`src/rtl/instr_fetch.sv`:
```
// Instruction fetch unit: requests one word at pc, holds it until the consumer
// accepts, then redirects pc (sequential, branch, jump or register jump).
module instr_fetch #(
  parameter logic [0:31] RESET_PC = 32'h00000000
) (
  input  logic        clk,
  input  logic        reset,
  output logic [0:31] imem_addr,
  output logic        imem_req,
  input  logic        imem_ready,
  input  logic [0:31] imem_data,
  input  logic        instr_accept,
  input  logic        branch_taken,
  input  logic [0:31] branch_offset,
  input  logic        jump,
  input  logic [0:31] jump_offset,
  input  logic        jump_reg,
  input  logic [0:31] jump_target,
  output logic [0:31] instr,
  output logic        instr_valid,
  output logic [0:15] imm16,
  output logic [0:25] imm26,
  output logic        ext_sign,
  output logic [0:31] pc,
  output logic [0:31] retired,
  output logic        fault
);

  typedef enum logic [1:0] {FETCH, VALID, HALT} state_t;

  state_t      state;
  logic [0:31] pc_q, instr_q, retired_q;
  logic        fault_q;
  logic [0:31] seq_pc, next_pc;

  always_comb begin
    seq_pc = pc_q + 32'd4;
    if (jump_reg)          next_pc = jump_target;
    else if (jump)         next_pc = seq_pc + jump_offset;
    else if (branch_taken) next_pc = seq_pc + branch_offset;
    else                   next_pc = seq_pc;
  end

  always_ff @(posedge clk) begin
    if (reset) begin
      state     <= FETCH;
      pc_q      <= RESET_PC;
      instr_q   <= '0;
      retired_q <= '0;
      fault_q   <= 1'b0;
    end else begin
      case (state)
        FETCH: if (imem_ready) begin
          instr_q <= imem_data;
          state   <= VALID;
        end
        VALID: if (instr_accept) begin
          retired_q <= retired_q + 32'd1;
          // A misaligned target retires the instruction but freezes pc.
          if (next_pc[30:31] != 2'b00) begin
            fault_q <= 1'b1;
            state   <= HALT;
          end else begin
            pc_q  <= next_pc;
            state <= FETCH;
          end
        end
        default: state <= HALT;
      endcase
    end
  end

  // Request is masked by reset so nothing is issued during a held reset.
  assign imem_req    = (state == FETCH) && !reset;
  assign imem_addr   = pc_q;
  assign instr_valid = (state == VALID);
  assign instr       = instr_q;
  assign imm16       = instr_q[16:31];
  assign imm26       = instr_q[6:31];
  // Opcodes 0x0C..0x0F (logical immediates) take zero extension.
  assign ext_sign    = (instr_q[0:3] != 4'b0011);
  assign pc          = pc_q;
  assign retired     = retired_q;
  assign fault       = fault_q;

endmodule

```
`config.mk`:
```
export PLATFORM = sky130hd
export DESIGN_NAME = instr_fetch
export DESIGN_NICKNAME = d
export VERILOG_FILES = /design/src/rtl/instr_fetch.sv
export SDC_FILE = /design/constraint.sdc
export NUM_CORES = 1
export LEC_CHECK = 0
export CAP_MARGIN = 40
export CORE_AREA = 2 2 137 139
export DETAILED_ROUTE_END_ITERATION = 8
export DIE_AREA = 0 0 139 141
export HOLD_SLACK_MARGIN = 0.15
export PLACE_DENSITY = 0.95
export SYNTH_ARGS = -nofsm -noshare
export SYNTH_HDL_FRONTEND = slang
export SYNTH_SLANG_ARGS = --single-unit
```
`constraint.sdc`:
```
create_clock -name clk -period 7 [get_ports clk]
set_input_delay 0.7 -clock clk [delete_from_list [all_inputs] [get_ports clk]]
set_output_delay 0.7 -clock clk [all_outputs]
set_load 0.005 [all_outputs]
```
==> run summary, run 1 <==
RePlAce Congestion: 1.16
Place WS: 2740 ps
Tcrit/Tclk final: 0.659
Clk_lat worst skew: 360 ps
Min-Delay Path Class: reg -> reg
Detailed-route via count: 10400
Boundary Pins: 309
Post-route ant nets: 0
Vias in the first global route: 9947
Status: completed
Die Y: 141 microns
Min Clock Period, post-route: 4610 ps
Mapped Nets: 1436
Top post-synthesis cells by area: dfxtp_1 22%, ha_1 9.7%, a21oi_1 6.7%
Fmax: 0.217 GHz
Yosys cell types: 85
Antenna violations before repair: 1
#FFs+latches synth: 99
Register area share after synthesis: 0.217
Yosys top cell area share: 0.217
Htree depth: 3
Fin nets: 1639
CP max FO: 8
Share of cells above drive strength 1: 0.0411
CTS clk-pin slew, worst paths: 70 ps
Most used DFF post-synth: dfxtp_1
Full die area: 19600 sq um
Gates resized, CTS repair: 0
Setup crit start kind: flop
Fillers: 1491
HPWL Detailed: 27.7 mm
Core Rows: 50
DR WL/cell: 20.9 microns
Commonest non-fill, non-tap cell in the layout: clkdlybuf4s50_1
Sw Pwr: 0.506 mW
Max-slew violations: 0
Fin util: 0.664
Core box area: 18300 sq um
Port bufs: 308
Syn-to-layout area delta: 32.9%
Worst vdd ir: 0.000113 V
RSZ-0062 raised after global routing: false
Syn Area/Cell: 7.43 sq um
Comb pwr share: 0.306
Total Routing Usage GR: 0.342
Worst Setup Slack, final: 2390 ps
Arr. time, crit path: 4820 ps
Setup crit end kind: flop
Root buffer cell: clkbuf_16
Storage cell area: 1980 sq um
DRC viols: 0
Setup_tns: 0 ps
Power Density: 130 nW/um^2
Clock network power share: 0.308
TritonRoute pass-1 iters: 6
Setup CP Type: reg -> reg
Sw Share: 0.321
Routed WL: 35.0 mm
Count of hold-fix buffers inserted at cts: 0
CTS Buffer Depth: 2
CTS tree: built
Final number of hold-violating endpoints: 0
Most frequent cells in the layout: 307 x clkdlybuf4s50_1, 161 x nand2_1, 123 x a21oi_1
Overflow after GRT: 0
Setup violators final: 0
Post-CTS setup buffers: 0
EDFF count, synth: 0
Seq pwr share: 0.385
PnR Total Power: 1.58 mW
Max-Cap Viols: 0
Final Instance Area: 12100 sq um
Static Leak: 4.80 nW
Chip width: 139 microns
Synthesized area: 9130 sq um
Internal: 1.07 mW
Worst Skew: 9.89 ps
Critical Path RT: 7200 ps
Wire length of the first global-routing pass: 53.2 mm
Largest net degree at the start of global routing: 63
Slew margin rel.: 0.422
Vias/cell: 6.22
Multi-input gate area: 6260 sq um
Initial DRC Count: 1118
Initial core utilization: 0.500
Synth warn: 0
Synth Instances: 1228
CTS sink count: 99
Num CTS Buffers: 9
Post-detailed-placement cell area: 11800 sq um
Tightest Pin Transition: 864 ps
Ys async rst share: 0
Cell taking the most area after synthesis: dfxtp_1
## power by group through the flow
stage | registers [mW] | clock network (mW) | logic, mW
6_report | 0.607 | 0.486 | 0.482
5_1_grt | 0.610 | 0.514 | 0.515
4_1_cts | 0.606 | 0.492 | 0.472
3_5_place_dp | 0.619 | 0 | 0.469
3_3_place_gp | 0.618 | 0 | 0.455
2_1_floorplan | 0.614 | 0 | 0.259
## sequential cells by signal, summed over array words and instances (netlist names)
signal and cells:
state 2, retired 32, instr 32, fault 1
imem_addr 32
## synthesized netlist by cell type (37+ instances only)
cell / count
a21oi_1: 123
buf_4: 74
clkbuf_1: 43
dfxtp_1: 99
ha_1: 71
inv_1: 37
nand2_1: 161
nand3_1: 42
nor2_1: 105
o21ai_0: 56
xnor2_1: 51
xor2_1: 47
## cells by family after synthesis
| logic type | Yosys count | synth area share |
|---|---|---|
| adders and majority gates | 73 | 0.102 |
| DFF | 99 | 0.217 |
| xor gates and xnor gates | 98 | 0.0940 |
| and+or+nand+nor | 435 | 0.226 |
| AOI/OAI and AO/OA | 358 | 0.259 |
| buffers and inverters | 161 | 0.0975 |
| muxes | 4 | 0.00452 |
## path summary, 6_finish.rpt
path	slack, ps	from	cells after the start	end
max	2390	imem_addr[27]	13	imem_addr[2]
min	460	instr[5]	2	instr[5]
max reg2reg	2390	imem_addr[27]	13	imem_addr[2]
min reg2reg	460	instr[5]	2	instr[5]
## area by class of cell
type | count | share of cell area
antenna | 1 | 0.000206
multi-input combinational | 968 | 0.516
tap | 234 | 0.0241
timing repair buffer | 315 | 0.261
sequential | 99 | 0.163
clock buffer | 10 | 0.0189
inverter | 38 | 0.0118
clock inverter | 6 | 0.00454
## metrics by stage
stage / cells / hold WS (ps)
3_5_place_dp: 1654 / 454
6_report: 1671 / 463
2_1_floorplan: 1228 / 453
3_3_place_gp: 1652 / 443
4_1_cts: 1670 / 463
5_1_grt: 1671 / 490
## metal layers
metal | vias to the layer above | track usage | wire length [microns]
met5 | - | 0 | 0
met4 | 0 | 0.243 | 2760
met3 | 180 | 0.0510 | 3280
met2 | 727 | 0.592 | 16500
met1 | 4743 | 0.386 | 12500
li1 | 4748 | - | -
## worst max-delay path: stages (launching register included)
cell,delay [ps]
dfxtp_1,480
and4_4,320
nand4_1,330
nor2_1,340
xor2_1,380
ha_1,360
a21o_1,190
a21o_1,170
a221o_1,350
a41oi_2,330
o31ai_1,150
xor2_1,170
a2111oi_0,750
nor3_1,130
Power figures use the tool's default switching activity.
==> inputs of run 2 (changes only) <==
--- a/config.mk
+++ b/config.mk
@@ -6,11 +6,11 @@
 export NUM_CORES = 1
 export LEC_CHECK = 0
 export CAP_MARGIN = 40
-export CORE_AREA = 2 2 137 139
+export CORE_AREA = 2 2 143 145
 export DETAILED_ROUTE_END_ITERATION = 8
-export DIE_AREA = 0 0 139 141
+export DIE_AREA = 0 0 145 147
 export HOLD_SLACK_MARGIN = 0.15
-export PLACE_DENSITY = 0.95
+export PLACE_DENSITY = 0.9
 export SYNTH_ARGS = -nofsm -noshare
 export SYNTH_HDL_FRONTEND = slang
 export SYNTH_SLANG_ARGS = --single-unit
==> constraint.sdc (replaced) <==
create_clock -name clk -period 4.3 [get_ports clk]
set_input_delay 0.43 -clock clk [delete_from_list [all_inputs] [get_ports clk]]
set_output_delay 0.43 -clock clk [all_outputs]
set_load 0.005 [all_outputs]
==> run 2 against run 1 <==
Clock power increased by 70%. Sequential power increased by 62%. Critical path type unchanged. Combinational power increased by 65%. Worst hold slack got worse by 7.6 ps. Fmax increased by 14%. Via count decreased by 0.98%. Total power increased by 66%. First-iteration DRC count increased by 0.98%. Die area increased by 8.8%.
==> run summary, run 2 (same netlist as run 1, synthesis figures left out) <==
Cell family with most CP delay: simple AND/OR/NAND/NOR gates
CP max FO: 7
WP buf/inv: 0
Tightest Pin Transition: 935 ps
Fmax: 0.247 GHz
Wire length of the first global-routing pass: 54.1 mm
Slew margin rel.: 0.376
Vias in the first global route: 9679
Power Density: 211 nW/um^2
PnR Total Power: 2.61 mW
Setup crit end kind: flop
Core box area: 19800 sq um
Fillers: 1733
Final number of hold-violating endpoints: 0
Most frequent cells in the layout: 307 x clkdlybuf4s50_1, 161 x nand2_1, 122 x a21oi_1
Storage cell area: 1980 sq um
Multi-input gate area: 6300 sq um
Initial core utilization: 0.460
Setup crit start kind: flop
Die Y: 147 microns
Critical Path RT: 4550 ps
Port bufs: 308
Static Leak: 4.91 nW
Met3 global-route usage: 0.0593
Largest stage delay on the critical path: 480 ps
Antenna violations before repair: 0
Max-Cap Viols: 0
Met2 usage: 0.536
Vias/cell: 5.97
Crit-path slowest cell: dfxtp_1
Arr. time, crit path: 4300 ps
CTS tree: built
Setup_tns: 0 ps
DR WL/cell: 20.7 microns
Post-route ant nets: 0
Share of cells above drive strength 1: 0.0604
Fin nets: 1659
Most frequent CP cell: o21a_1
Min Clock Period, post-route: 4050 ps
Syn-to-layout area delta: 35.3%
Status: completed
Chip width: 145 microns
Crit-path cells: and3_1 -> nand3_1 -> or3_4 -> nor2_2 -> xor2_2 -> ha_1 -> o21a_1 -> o21a_1 -> o22ai_1 -> o21ai_0 -> or2_1 -> o211ai_1 -> nor3_2 -> mux2i_1 -> a32o_1
Diode count: 0
HPWL Detailed: 28.6 mm
Setup violators final: 0
CTS sink count: 99
Root buffer cell: clkbuf_16
DRC viols: 0
Core Rows: 52
RSZ-0062 raised after global routing: false
Worst Setup Slack, final: 249 ps
Worst Skew: 10.0 ps
Tcrit/Tclk final: 0.942
Overflow after GRT: 0
Routed WL: 35.8 mm
Max-slew violations: 0
Global route hottest layer: met2
CTS Buffer Depth: 2
Num CTS Buffers: 9
TritonRoute pass-1 iters: 6
Worst vdd ir: 0.000178 V
Full die area: 21300 sq um
Htree depth: 3
Clk_lat worst skew: 350 ps
Detailed-route via count: 10300
CTS clk-pin slew, worst paths: 80 ps
RePlAce Congestion: 0.955
Met1 GRT Util: 0.401
Boundary Pins: 309
Commonest non-fill, non-tap cell in the layout: clkdlybuf4s50_1
Min-Delay Path Class: reg -> reg
Setup CP Type: reg -> reg
Total Routing Usage GR: 0.321
Initial DRC Count: 1129
Largest net degree at the start of global routing: 59
Place WS: 221 ps
run 2: layout make-up:
class,count,area share
well taps,270,0.0274
repair buffers,335,0.267
multi-input cells,968,0.510
inverters,38,0.0116
flip-flops and latches,99,0.161
clock buffers,9,0.0182
clock inverters,7,0.00527
run 2: path summary, 6_finish.rpt:
check | to | cells after the start | slack, ps | from
max | imem_addr[0] | 15 | 250 | imem_addr[12]
min | instr[5] | 2 | 460 | instr[5]
max reg2reg | imem_addr[0] | 15 | 250 | imem_addr[12]
min reg2reg | instr[5] | 2 | 460 | instr[5]
run 2: power breakdown:
| part | internal (mW) | switching [mW] | total [mW] |
|---|---|---|---|
| clock network | 0.409 | 0.417 | 0.827 |
| registers | 0.947 | 0.0384 | 0.986 |
| logic | 0.391 | 0.405 | 0.796 |
| total | 1.75 | 0.861 | 2.61 |
run 2: metal layers:
layer | part of all wire | up-vias | routed length [microns]
met3 | 0.10 | 124 | 3600
met1 | 0.39 | 4743 | 14000
met4 | 0.052 | 0 | 1840
met5 | 0 | - | 0
li1 | - | 4776 | -
met2 | 0.46 | 653 | 16400
run 2: stage by stage:
step	hold slack, ps	std cells	utilization	cell area [sq um]
floorplan	453	1228	-	9130
global placement	442	1704	0.603	12000
detailed placement	447	1707	0.604	12000
CTS	456	1723	0.619	12300
global route	493	1726	0.622	12300
finish	455	1726	0.622	12300
run 2: timing repair:
item | in CTS | in global routing
hold buffers | 0 | 0
buffers inserted | 0 | 3
resized for setup | 0 | 8
endpoints found under the setup margin | 0 | 3
run 2: worst min-delay path: stages, from the launching register on:
cell and delay, ps:
dfxtp_1 310, nand2_1 50, a21oi_1 50
==> inputs of run 3 (changes only) <==
--- a/config.mk
+++ b/config.mk
@@ -5,6 +5,7 @@
 export SDC_FILE = /design/constraint.sdc
 export NUM_CORES = 1
 export LEC_CHECK = 0
+export ABC_CLOCK_PERIOD_IN_PS = 4300
 export CAP_MARGIN = 40
 export CORE_AREA = 2 2 143 145
 export DETAILED_ROUTE_END_ITERATION = 8
==> results of run 3 <==
Same layout as run 2: the final DEF is identical, and so are final timing and power.
